===== config.mk =====
export PLATFORM = sky130hd
export DESIGN_NAME = vga_scan_generator
export DESIGN_NICKNAME = d
export VERILOG_FILES = /design/src/rtl/vga_scan_generator.sv
export SDC_FILE = /design/constraint.sdc
export NUM_CORES = 1
export LEC_CHECK = 0
export ABC_AREA = 1
export CORE_MARGIN = 10
export CORE_UTILIZATION = 57
export CTS_CLUSTER_DIAMETER = 60
export DETAILED_ROUTE_END_ITERATION = 6
export HOLD_SLACK_MARGIN = 0.02
export PLACE_DENSITY_LB_ADDON = 0.25
export SLEW_MARGIN = 20
export SYNTH_ARGS = -nofsm -noshare
export SYNTH_HDL_FRONTEND = slang
export SYNTH_SLANG_ARGS = --single-unit

===== constraint.sdc =====
create_clock -name Clk -period 3.8 [get_ports Clk]
set_input_delay 0.76 -clock Clk [delete_from_list [all_inputs] [get_ports Clk]]
set_output_delay 0.76 -clock Clk [all_outputs]
set_load 0.01 [all_outputs]

===== src/rtl/vga_scan_generator.sv =====
// vga_scan_generator: 640x480@60Hz VGA raster timing from a 50 MHz clock.
// A toggling pix_en register forms the 25 MHz pixel clock; counters, sync and
// blank all update together on the edge where the pixel clock falls.
module vga_scan_generator #(
    parameter int H_VISIBLE = 640,
    parameter int H_FRONT   = 16,
    parameter int H_SYNC    = 96,
    parameter int H_BACK    = 48,
    parameter int V_VISIBLE = 480,
    parameter int V_FRONT   = 10,
    parameter int V_SYNC    = 2,
    parameter int V_BACK    = 33
) (
    input  logic       Clk,
    input  logic       Reset,
    output logic       VGA_CLK,
    output logic       VGA_HS,
    output logic       VGA_VS,
    output logic       VGA_BLANK_N,
    output logic       VGA_SYNC_N,
    output logic [9:0] DrawX,
    output logic [9:0] DrawY,
    output logic       frame_start
);

    localparam int H_TOTAL = H_VISIBLE + H_FRONT + H_SYNC + H_BACK;
    localparam int V_TOTAL = V_VISIBLE + V_FRONT + V_SYNC + V_BACK;

    localparam logic [9:0] H_MAX = 10'(H_TOTAL - 1);
    localparam logic [9:0] V_MAX = 10'(V_TOTAL - 1);

    // Thresholds are 11 bits wide so an end value of 1024 still compares correctly.
    localparam logic [10:0] H_VIS_END  = 11'(H_VISIBLE);
    localparam logic [10:0] HS_START   = 11'(H_VISIBLE + H_FRONT);
    localparam logic [10:0] HS_END     = 11'(H_VISIBLE + H_FRONT + H_SYNC);
    localparam logic [10:0] V_VIS_END  = 11'(V_VISIBLE);
    localparam logic [10:0] VS_START   = 11'(V_VISIBLE + V_FRONT);
    localparam logic [10:0] VS_END     = 11'(V_VISIBLE + V_FRONT + V_SYNC);

    logic       pix_en;
    logic [9:0] hc;
    logic [9:0] vc;
    logic [9:0] hc_next;
    logic [9:0] vc_next;
    logic       h_wrap;
    logic       v_wrap;
    logic       hs_next;
    logic       vs_next;
    logic       blank_n_next;
    logic       hs_reg;
    logic       vs_reg;
    logic       blank_n_reg;

    // Next counter position and the sync/blank levels that belong to it.
    always_comb begin
        h_wrap       = (hc == H_MAX);
        v_wrap       = (vc == V_MAX);
        hc_next      = h_wrap ? 10'd0 : hc + 10'd1;
        vc_next      = vc;
        if (h_wrap) begin
            vc_next = v_wrap ? 10'd0 : vc + 10'd1;
        end
        hs_next      = !(({1'b0, hc_next} >= HS_START) && ({1'b0, hc_next} < HS_END));
        vs_next      = !(({1'b0, vc_next} >= VS_START) && ({1'b0, vc_next} < VS_END));
        blank_n_next = ({1'b0, hc_next} < H_VIS_END) && ({1'b0, vc_next} < V_VIS_END);
    end

    // Pixel clock, counters and registered sync/blank; frame_start marks the (0,0) wrap.
    always_ff @(posedge Clk or posedge Reset) begin
        if (Reset) begin
            pix_en      <= 1'b0;
            hc          <= 10'd0;
            vc          <= 10'd0;
            hs_reg      <= 1'b1;
            vs_reg      <= 1'b1;
            blank_n_reg <= 1'b1;
            frame_start <= 1'b0;
        end else begin
            pix_en      <= ~pix_en;
            frame_start <= pix_en && h_wrap && v_wrap;
            if (pix_en) begin
                hc          <= hc_next;
                vc          <= vc_next;
                hs_reg      <= hs_next;
                vs_reg      <= vs_next;
                blank_n_reg <= blank_n_next;
            end
        end
    end

    assign VGA_CLK     = pix_en;
    assign VGA_HS      = hs_reg;
    assign VGA_VS      = vs_reg;
    assign VGA_BLANK_N = blank_n_reg;
    assign VGA_SYNC_N  = 1'b0;
    assign DrawX       = hc;
    assign DrawY       = vc;

endmodule


==> results of run 1 <==
cell type report:
cell class,instances,area share (%)
inverters,32,6.373
multi-input cells,166,45.00
repair buffers,26,13.26
clock buffers,4,1.338
flip-flops and latches,25,32.06
well taps,31,1.976
sequential cells by signal, summed over array words and instances (netlist names):
| register | count |
|---|---|
| VGA_CLK | 1 |
| frame_start | 1 |
| VGA_BLANK_N | 1 |
| DrawX | 10 |
| VGA_HS | 1 |
| DrawY | 10 |
| VGA_VS | 1 |
power by group through the flow:
stage	Clock, W	Sequential [W]	Combinational, W
5_1_grt	0.000128	0.000266	0.00000748
3_3_place_gp	0	0.000271	0.00000691
4_1_cts	0.000126	0.000266	0.00000692
2_1_floorplan	0	0.000271	0.00000512
3_5_place_dp	0	0.000271	0.00000692
6_report	0.000125	0.000266	0.00000656
cell families (layout without fill, tap and decap cells):
group	Yosys count	in the layout
other	1	1
AO/OA/AOI/OAI	29	29
AND/OR/NAND/NOR	126	126
flip-flops	25	25
adder cells (fa/ha/maj)	4	4
XOR/XNOR	6	6
buffers and inverters	37	62
worst paths after layout:
check	from	endpoint	slack, ps	cells after the start
setup / recovery	VGA_CLK	VGA_CLK	1430	1
hold / removal	VGA_BLANK_N	VGA_BLANK_N	490	2
setup reg to reg	VGA_CLK	VGA_VS	1740	9
hold reg to reg	VGA_BLANK_N	VGA_BLANK_N	490	2
max in group asynchronous	Reset	DrawX[6]	2280	2
min in group asynchronous	Reset	DrawY[6]	930	2
layout by cell type (no fill, tap or decap):
| cell type | Yosys | routed |
|---|---|---|
| nand3_1 | 12 | 12 |
| nand2_4 | 2 | 2 |
| dfstp_2 | 3 | 3 |
| xnor2_1 | 1 | 1 |
| o211ai_1 | 1 | 1 |
| ha_1 | 4 | 4 |
| clkbuf_4 | 0 | 3 |
| nand3_4 | 1 | 1 |
| nor2_4 | 2 | 2 |
| nor2_2 | 4 | 4 |
| nor2_1 | 22 | 22 |
| nand3b_1 | 2 | 2 |
| nand2_2 | 4 | 4 |
| clkdlybuf4s50_1 | 0 | 26 |
| and2_4 | 1 | 1 |
| nand2_1 | 64 | 64 |
| conb_1 | 1 | 1 |
| o21ai_0 | 18 | 18 |
| inv_1 | 27 | 27 |
| or2_4 | 1 | 1 |
| inv_2 | 4 | 4 |
| o21a_1 | 1 | 1 |
| nor3_1 | 1 | 1 |
| nor2_8 | 1 | 1 |
| clkinv_4 | 1 | 1 |
| clkbuf_1 | 3 | 1 |
| o21ai_1 | 3 | 3 |
| o21bai_1 | 1 | 1 |
| dfrtp_1 | 22 | 22 |
| nand4_1 | 5 | 5 |
| nand3_2 | 4 | 4 |
| a21oi_1 | 5 | 5 |
| xor2_1 | 5 | 5 |
metal layers:
layer / share of wire [%] / wire [um]
met5: 0 / 0
met4: 1.1 / 40
met3: 6.5 / 240
met2: 42 / 1555
met1: 50 / 1843
metrics by stage:
step	instance area (sq um)	utilization [%]
2_1_floorplan	1662	-
3_3_place_gp	1937	69.64
3_5_place_dp	1937	69.64
4_1_cts	1963	70.58
5_1_grt	1963	70.58
6_report	1963	70.58
==> flow_summary.json, run 1 <==
{
  "outcome": "completed",
  "final_cells": 284,
  "coreArea_sq_um": 2781,
  "synth_top_area_cell": "dfrtp_1",
  "synth_area_sq_um": 1662,
  "finalNetCount": 260,
  "via_count": 1484,
  "clock_latency_ps": 330,
  "path_buf_inv": 1,
  "grt_util_met3_pct": 2.660,
  "vias_per_cell": 5.225,
  "synth_compound_area_share_pct": 9.187,
  "place_ws_ps": 1805,
  "seq_power_share_pct": 67.0,
  "synth_cells": 228,
  "grt_max_degree": 30,
  "synthToLayoutAreaGrowth_pct": 18.15,
  "yosys-top-cells-area": "dfrtp_1 33%, nand2_1 14%, inv_1 6.1%, o21ai_0 5.4%, nor2_1 5.0%",
  "synth_fa_ha_area_share_pct": 3.012,
  "ctsResizeCount": 0,
  "cts-buffers-inserted": 3,
  "hold_class": "flop to flop",
  "p_clk_share_pct": 31.4,
  "port_buffers": 26,
  "power.switching_w": 0.00008917,
  "relSlewSlack_pct": 35.82,
  "nFillCells": 225,
  "cts_sinks": 25,
  "cp.arrival_ps": 1610,
  "swShare_pct": 22.43,
  "post_cts_buffers": 0,
  "drtAntennaViolNets": 0,
  "rows": 19,
  "finalHoldViolCount": 0,
  "dr.pass1.iters": 4,
  "setup_viol": 0,
  "antenna_found_initial": 0,
  "clk_pin_slew_ps": 140,
  "drc": 0,
  "start_util_pct": 59.74,
  "power_frac_comb_pct": 1.6,
  "ys_types": 33,
  "synth_seq_cells": 25,
  "synthArstFlopShare_pct": 100.0,
  "syn-num-nets": 234,
  "synth_ff_type": "dfrtp_1",
  "rsz0062_at_grt": "false",
  "grt_overflow": 0,
  "worstPathMaxFanout": 14,
  "worst_slack_ps": 1431,
  "netlist.area_leader.share_pct": 33.13,
  "ys_top_cells_by_count": "64 x nand2_1, 27 x inv_1, 22 x dfrtp_1, 22 x nor2_1, 18 x o21ai_0",
  "cts_buffer_depth": 2,
  "io_pins": 28,
  "clockRootBuffer": "clkbuf_4",
  "tns_ps": 0,
  "peakVddDrop_mv": 0.2501,
  "syn_avg_cell_area_sq_um": 7.288,
  "synth_top_family_by_area": "simple AND/OR/NAND/NOR gates",
  "htree_levels": 1,
  "drive_above_1_share_pct": 12.25,
  "ys_warn_count": 0,
  "tightest_slew_ps": 961.7,
  "synth_edf_count": 0,
  "cp-start-kind": "flop",
  "internal_power_w": 0.0003084,
  "maxSlewViolCount": 0,
  "yosys.cell_count.top_type": "nand2_1",
  "path_cells": "clkdlybuf4s50_1",
  "criticalPathCategory": "flop to primary output",
  "synth.area.mux_share_pct": 0,
  "p_leak_nw": 0.8982,
  "slowest_stage": "dfrtp_1",
  "cpPeakStageDelay_ps": 650,
  "routedWlPerCell_um": 12.96,
  "end_kind": "primary output",
  "yosys.area_share.simple_pct": 37.58,
  "max_freq_mhz": 422.2,
  "path_delay_family": "flip-flops",
  "die_width_um": 73.99,
  "cts_hold_buf": 0,
  "grt_busiest_layer": "met2",
  "worst_hold_slack_ps": 488.7,
  "power_density_nw_per_um2": 202.5,
  "cts_tree": "built",
  "drv_cap": 0,
  "fp.dieArea_sq_um": 5475,
  "period_needed_ps": 2369,
  "synth_xor_area_share_pct": 3.163,
  "track_usage_pct": 14.04,
  "antennaDiodeCount": 0,
  "grt_util_met1_pct": 18.94,
  "grt_pass1_vias": 1384,
  "met2_usage_pct": 21.97,
  "die_h_um": 73.99,
  "drt_iter0_markers": 118,
  "multi_input_area_sq_um": 883.3,
  "wirelength_um": 3680,
  "gp_congestion": 0.9445,
  "place_hpwl_um": 2784,
  "yosysSeqAreaShare_pct": 37.88,
  "fin_crit_sh_pct": 62.33,
  "grt_first_pass_wirelength_um": 6265,
  "regArea_sq_um": 629.4,
  "p_total_w": 0.0003976,
  "worstPathRequired_ps": 3040,
  "dpl.cell_count": 280,
  "skew_ps": 8.623
}
(Power assumes the default switching activity.)
==> inputs of run 2 (changes only) <==
--- a/config.mk
+++ b/config.mk
@@ -7,7 +7,7 @@
 export LEC_CHECK = 0
 export ABC_AREA = 1
 export CORE_MARGIN = 10
-export CORE_UTILIZATION = 57
+export CORE_UTILIZATION = 48
 export CTS_CLUSTER_DIAMETER = 60
 export DETAILED_ROUTE_END_ITERATION = 6
 export HOLD_SLACK_MARGIN = 0.02
==> constraint.sdc (replaced) <==
create_clock -name Clk -period 2.09 [get_ports Clk]
set_input_delay 0.418 -clock Clk [delete_from_list [all_inputs] [get_ports Clk]]
set_output_delay 0.418 -clock Clk [all_outputs]
set_load 0.01 [all_outputs]
==> run 2 against run 1 <==
First-iteration DRC count increased by 27%; combinational power increased by 100%; wire length increased by 5.2%; sequential power increased by 82%; worst hold slack got worse by 62 ps; clock skew decreased by 5.6 ps; register-to-register slack got worse by 1400 ps.
==> flow_summary.json, run 2 (same netlist as run 1, synthesis figures left out) <==
{
  "regArea_sq_um": 629.4,
  "grt_first_pass_wirelength_um": 7038,
  "period_needed_ps": 1860,
  "die_width_um": 78.84,
  "place_hpwl_um": 3096,
  "path_cells": "clkdlybuf4s50_1",
  "maxSlewViolCount": 0,
  "end_kind": "primary output",
  "routedWlPerCell_um": 12.82,
  "drv_cap": 0,
  "ctsResizeCount": 0,
  "port_buffers": 26,
  "grt_pass1_vias": 1472,
  "final_cells": 302,
  "antennaDiodeCount": 0,
  "grt_overflow": 0,
  "worstPathRequired_ps": 1670,
  "peakVddDrop_mv": 0.2921,
  "worst_slack_ps": 230.1,
  "antenna_found_initial": 0,
  "dr.pass1.iters": 4,
  "cp.arrival_ps": 1440,
  "internal_power_w": 0.0005617,
  "htree_levels": 1,
  "power_density_nw_per_um2": 355.5,
  "clk_pin_slew_ps": 130,
  "gp_congestion": 0.8953,
  "cts_hold_buf": 0,
  "postLayoutCoreUtil_pct": 60.07,
  "path_delay_family": "buffers and inverters",
  "drtAntennaViolNets": 0,
  "rows": 21,
  "skew_ps": 3.045,
  "cts_buffer_depth": 2,
  "dpl.cell_count": 298,
  "vias_per_cell": 4.940,
  "outcome": "completed",
  "track_usage_pct": 13.48,
  "p_clk_share_pct": 30.2,
  "synthToLayoutAreaGrowth_pct": 20.63,
  "seq_power_share_pct": 67.9,
  "clock_latency_ps": 320,
  "power.switching_w": 0.0001509,
  "drive_above_1_share_pct": 13.28,
  "layout_commonest_cell": "nand2_1",
  "clockRootBuffer": "clkbuf_4",
  "multi_input_area_sq_um": 883.3,
  "tns_ps": 0,
  "drc": 0,
  "cts_tree": "built",
  "start_util_pct": 49.79,
  "coreArea_sq_um": 3337,
  "criticalPathCategory": "flop to primary output",
  "p_total_w": 0.0007126,
  "p_leak_nw": 0.9126,
  "grt_max_degree": 26,
  "worstPathMaxFanout": 7,
  "die_h_um": 78.84,
  "power_frac_comb_pct": 1.8,
  "setup_viol": 0,
  "cp-start-kind": "flop",
  "hold_class": "input pin to asynchronous set/reset pin",
  "drt_iter0_markers": 150,
  "fin_crit_sh_pct": 88.99,
  "final_cell_mix": "64 x nand2_1, 27 x inv_1, 26 x clkdlybuf4s50_1",
  "wirelength_um": 3873,
  "post_cts_buffers": 0,
  "io_pins": 28,
  "fp.dieArea_sq_um": 6215,
  "finalNetCount": 263,
  "place_ws_ps": 316.5,
  "path_buf_inv": 1,
  "finalHoldViolCount": 0,
  "swShare_pct": 21.18,
  "slowest_stage": "clkdlybuf4s50_1",
  "rsz0062_at_grt": "false",
  "via_count": 1492,
  "nFillCells": 327,
  "cpPeakStageDelay_ps": 600,
  "cts_sinks": 25,
  "cts-buffers-inserted": 3,
  "max_freq_mhz": 537.7
}
## run 2: layer usage
layer	vias up	wire length (um)	GRT usage [%]	part of all wire [%]
li1	768	-	-	-
met1	672	1809	17.78	47
met2	46	1686	20.39	44
met3	6	329	4.617	8.5
met4	0	47	3.763	1.2
met5	-	0	0	0
## run 2: power by group through the flow
stage	clock (W)	combinational (W)	sequential [W]
after floorplan	0	0.00000931	0.000493
after CTS	0.000226	0.0000140	0.000484
after global placement	0	0.0000139	0.000493
final	0.000216	0.0000131	0.000484
after detailed placement	0	0.0000140	0.000493
after global routing	0.000250	0.0000156	0.000484
## run 2: layout make-up
cell class / instances / area share (%)
multi-input combinational: 166 / 44.07
inverter: 32 / 6.242
timing repair buffer: 29 / 14.11
sequential: 25 / 31.40
tap: 46 / 2.871
clock buffer: 4 / 1.311
## run 2: final timing paths
| kind | startpoint | end | depth (start not counted) | slack (ps) |
|---|---|---|---|---|
| worst max-delay path | DrawX[7] | DrawX[7] | 1 | 230 |
| worst min-delay path | Reset | DrawY[6] | 3 | 430 |
| worst max register to register | DrawX[0] | VGA_BLANK_N | 10 | 300 |
| worst min register to register | VGA_BLANK_N | VGA_BLANK_N | 2 | 480 |
| max in group asynchronous | Reset | VGA_HS | 3 | 1370 |
| min in group Clk | VGA_BLANK_N | VGA_BLANK_N | 2 | 480 |
## run 2: through the flow
step,cell area [sq um],hold slack (ps)
floorplan,1662,443.1
finish,2004,426.6
global placement,1978,463.0
global route,2004,434.8
detailed placement,1978,462.9
CTS,2004,429.3
==> inputs of run 3 (changes only) <==
--- a/config.mk
+++ b/config.mk
@@ -5,9 +5,8 @@
 export SDC_FILE = /design/constraint.sdc
 export NUM_CORES = 1
 export LEC_CHECK = 0
-export ABC_AREA = 1
 export CORE_MARGIN = 10
-export CORE_UTILIZATION = 48
+export CORE_UTILIZATION = 47
 export CTS_CLUSTER_DIAMETER = 60
 export DETAILED_ROUTE_END_ITERATION = 6
 export HOLD_SLACK_MARGIN = 0.02
==> run 3 against run 2 <==
Clock skew is 0.93 ps lower; critical endpoint is now VGA_BLANK_N; count of clock-buffer cells in the layout is 1 lower; largest cell class unchanged; core utilization is 0.77 points lower; via count is 3.8% lower; worst setup slack worse by 93 ps; critical path type is now flop to flop; die area is 1.6% lower; total power is 1.8% higher; non-clock buffer count is 6 higher; register-to-register slack worse by 160 ps; area after synthesis is 4.1% lower; cell count is 17% lower; clock power is 5% higher.
==> flow_summary.json, run 3 <==
{
  "vias_per_cell": 5.698,
  "grt_max_degree": 26,
  "port_buffers": 26,
  "track_usage_pct": 13.33,
  "antenna_found_initial": 0,
  "skew_ps": 2.119,
  "relSlewSlack_pct": 60.72,
  "htree_levels": 1,
  "power_density_nw_per_um2": 369.4,
  "gp_congestion": 0.9520,
  "coreArea_sq_um": 3311,
  "synth_seq_cells": 25,
  "synth_ff_type": "dfrtp_1",
  "cts_tree": "built",
  "synth_cells": 179,
  "clockRootBuffer": "clkbuf_4",
  "cts_sinks": 25,
  "syn_avg_cell_area_sq_um": 8.898,
  "post_cts_buffers": 0,
  "worstPathMaxFanout": 10,
  "grt_first_pass_wirelength_um": 6865,
  "netlist.area_leader.share_pct": 34.56,
  "layout_commonest_cell": "clkdlybuf4s50_1",
  "io_pins": 28,
  "p_total_w": 0.0007251,
  "place_hpwl_um": 2867,
  "final_cell_mix": "26 x clkdlybuf4s50_1, 22 x dfrtp_1, 20 x nand2_1",
  "multi_input_area_sq_um": 890.9,
  "yosys-top-cells-area": "dfrtp_1 35%, dfstp_2 4.9%, nand2_1 4.7%, o21ai_0 3.5%, ha_1 3.1%",
  "yosys.cell_count.top_type": "dfrtp_1",
  "hold_class": "input pin to asynchronous set/reset pin",
  "ys_types": 51,
  "place_ws_ps": 106.7,
  "antennaDiodeCount": 0,
  "rsz0062_at_grt": "false",
  "syn-num-nets": 185,
  "die_width_um": 78.22,
  "tns_ps": 0,
  "drive_above_1_share_pct": 14.56,
  "peakVddDrop_mv": 0.2579,
  "die_h_um": 78.22,
  "via_count": 1436,
  "nFillCells": 324,
  "clk_pin_slew_ps": 140,
  "cp-start-kind": "flop",
  "worstPathRequired_ps": 2330,
  "ys_top_cells_by_count": "22 x dfrtp_1, 20 x nand2_1, 11 x o21ai_0",
  "synth_top_area_cell": "dfrtp_1",
  "outcome": "completed",
  "dr.pass1.iters": 4,
  "wirelength_um": 3971,
  "synthToLayoutAreaGrowth_pct": 23.25,
  "regArea_sq_um": 629.4,
  "synthArstFlopShare_pct": 100.0,
  "clock_latency_ps": 330,
  "criticalPathCategory": "flop to flop",
  "cts_buffer_depth": 2,
  "routedWlPerCell_um": 15.76,
  "rows": 21,
  "max_freq_mhz": 512.1,
  "setup_viol": 0,
  "cts-buffers-inserted": 3,
  "worst_slack_ps": 137.2,
  "drtAntennaViolNets": 0,
  "end_kind": "flop",
  "tightest_slew_ps": 574.4,
  "fp.dieArea_sq_um": 6118,
  "drv_cap": 0,
  "grt_overflow": 0,
  "synth_area_sq_um": 1593,
  "period_needed_ps": 1953,
  "drt_iter0_markers": 88,
  "finalHoldViolCount": 0,
  "maxSlewViolCount": 0,
  "drc": 0,
  "cp.arrival_ps": 2190,
  "p_leak_nw": 0.7928,
  "synth_edf_count": 0,
  "finalNetCount": 213,
  "yosysSeqAreaShare_pct": 39.51,
  "fin_crit_sh_pct": 93.43,
  "grt_pass1_vias": 1407,
  "start_util_pct": 48.11,
  "ys_warn_count": 0
}
-- run 3: cell count changes after synthesis, moves of 5 or more --
cell	previous run	this run
nand2_1	64	20
inv_1	27	8
nor2_1	22	10
o21ai_0	18	11
and3_1	0	5
o31ai_1	0	5
-- run 3: per-stage QoR --
stage	area [sq um]	utilization, %	std cells	hold slack, ps
6_report	1963	59.30	252	430.9
5_1_grt	1963	59.30	252	452.1
4_1_cts	1943	58.69	252	426.7
3_5_place_dp	1916	57.86	248	485.4
3_3_place_gp	1916	57.86	248	484.6
2_1_floorplan	1593	-	179	443.1
-- run 3: path summary, 6_finish.rpt --
kind | from | end | slack (ps) | depth (start not counted)
setup / recovery | DrawX[0] | VGA_BLANK_N | 140 | 7
hold / removal | Reset | DrawY[9] | 430 | 3
setup reg to reg | DrawX[0] | VGA_BLANK_N | 140 | 7
hold reg to reg | VGA_VS | VGA_VS | 500 | 2
max in group asynchronous | Reset | VGA_HS | 1370 | 3
min in group Clk | VGA_VS | VGA_VS | 500 | 2
-- run 3: power breakdown --
part	internal, W	switching [W]
combinational	0.00000300	0.0000106
sequential	0.000484	0
clock	0.0000719	0.000155
-- run 3: critical path: stages (launching register included) --
cell and delay (ps):
dfrtp_1 390, ha_2 220, and4_1 220, buf_4 170, nand3_1 180, o21bai_1 210, a21oi_1 120, o41ai_2 360
-- run 3: cells by family after synthesis --
group,share of synthesized area (%)
AOI/OAI and AO/OA,18.07
other,0.2354
xor gates and xnor gates,4.949
DFF,39.51
muxes,2.749
buffers and inverters,5.812
adders and majority gates,3.142
and+or+nand+nor,25.53
-- run 3: routing by layer --
| metal | global-route usage [%] | routed length, um | share of wire [%] | vias to the layer above |
|---|---|---|---|---|
| li1 | - | - | - | 699 |
| met1 | 16.52 | 1779 | 45 | 689 |
| met2 | 20.72 | 1904 | 48 | 42 |
| met3 | 4.784 | 240 | 6.0 | 6 |
| met4 | 5.018 | 46 | 1.2 | 0 |
| met5 | 0 | 0 | 0 | - |
-- run 3: cell type report --
type / count / share of cell area [%]
Clock inverter: 1 / 0.2549
Clock buffer: 3 / 1.147
Inverter: 8 / 1.530
Sequential cell: 25 / 32.06
Multi-Input combinational cell: 134 / 45.38
Tap cell: 46 / 2.932
Timing Repair Buffer: 35 / 16.70
-- run 3: timing repair --
item,in CTS,in global routing
endpoints found under the hold margin,0,0
gates resized for setup,0,5
setup endpoints to repair,0,2
hold buffers,0,0
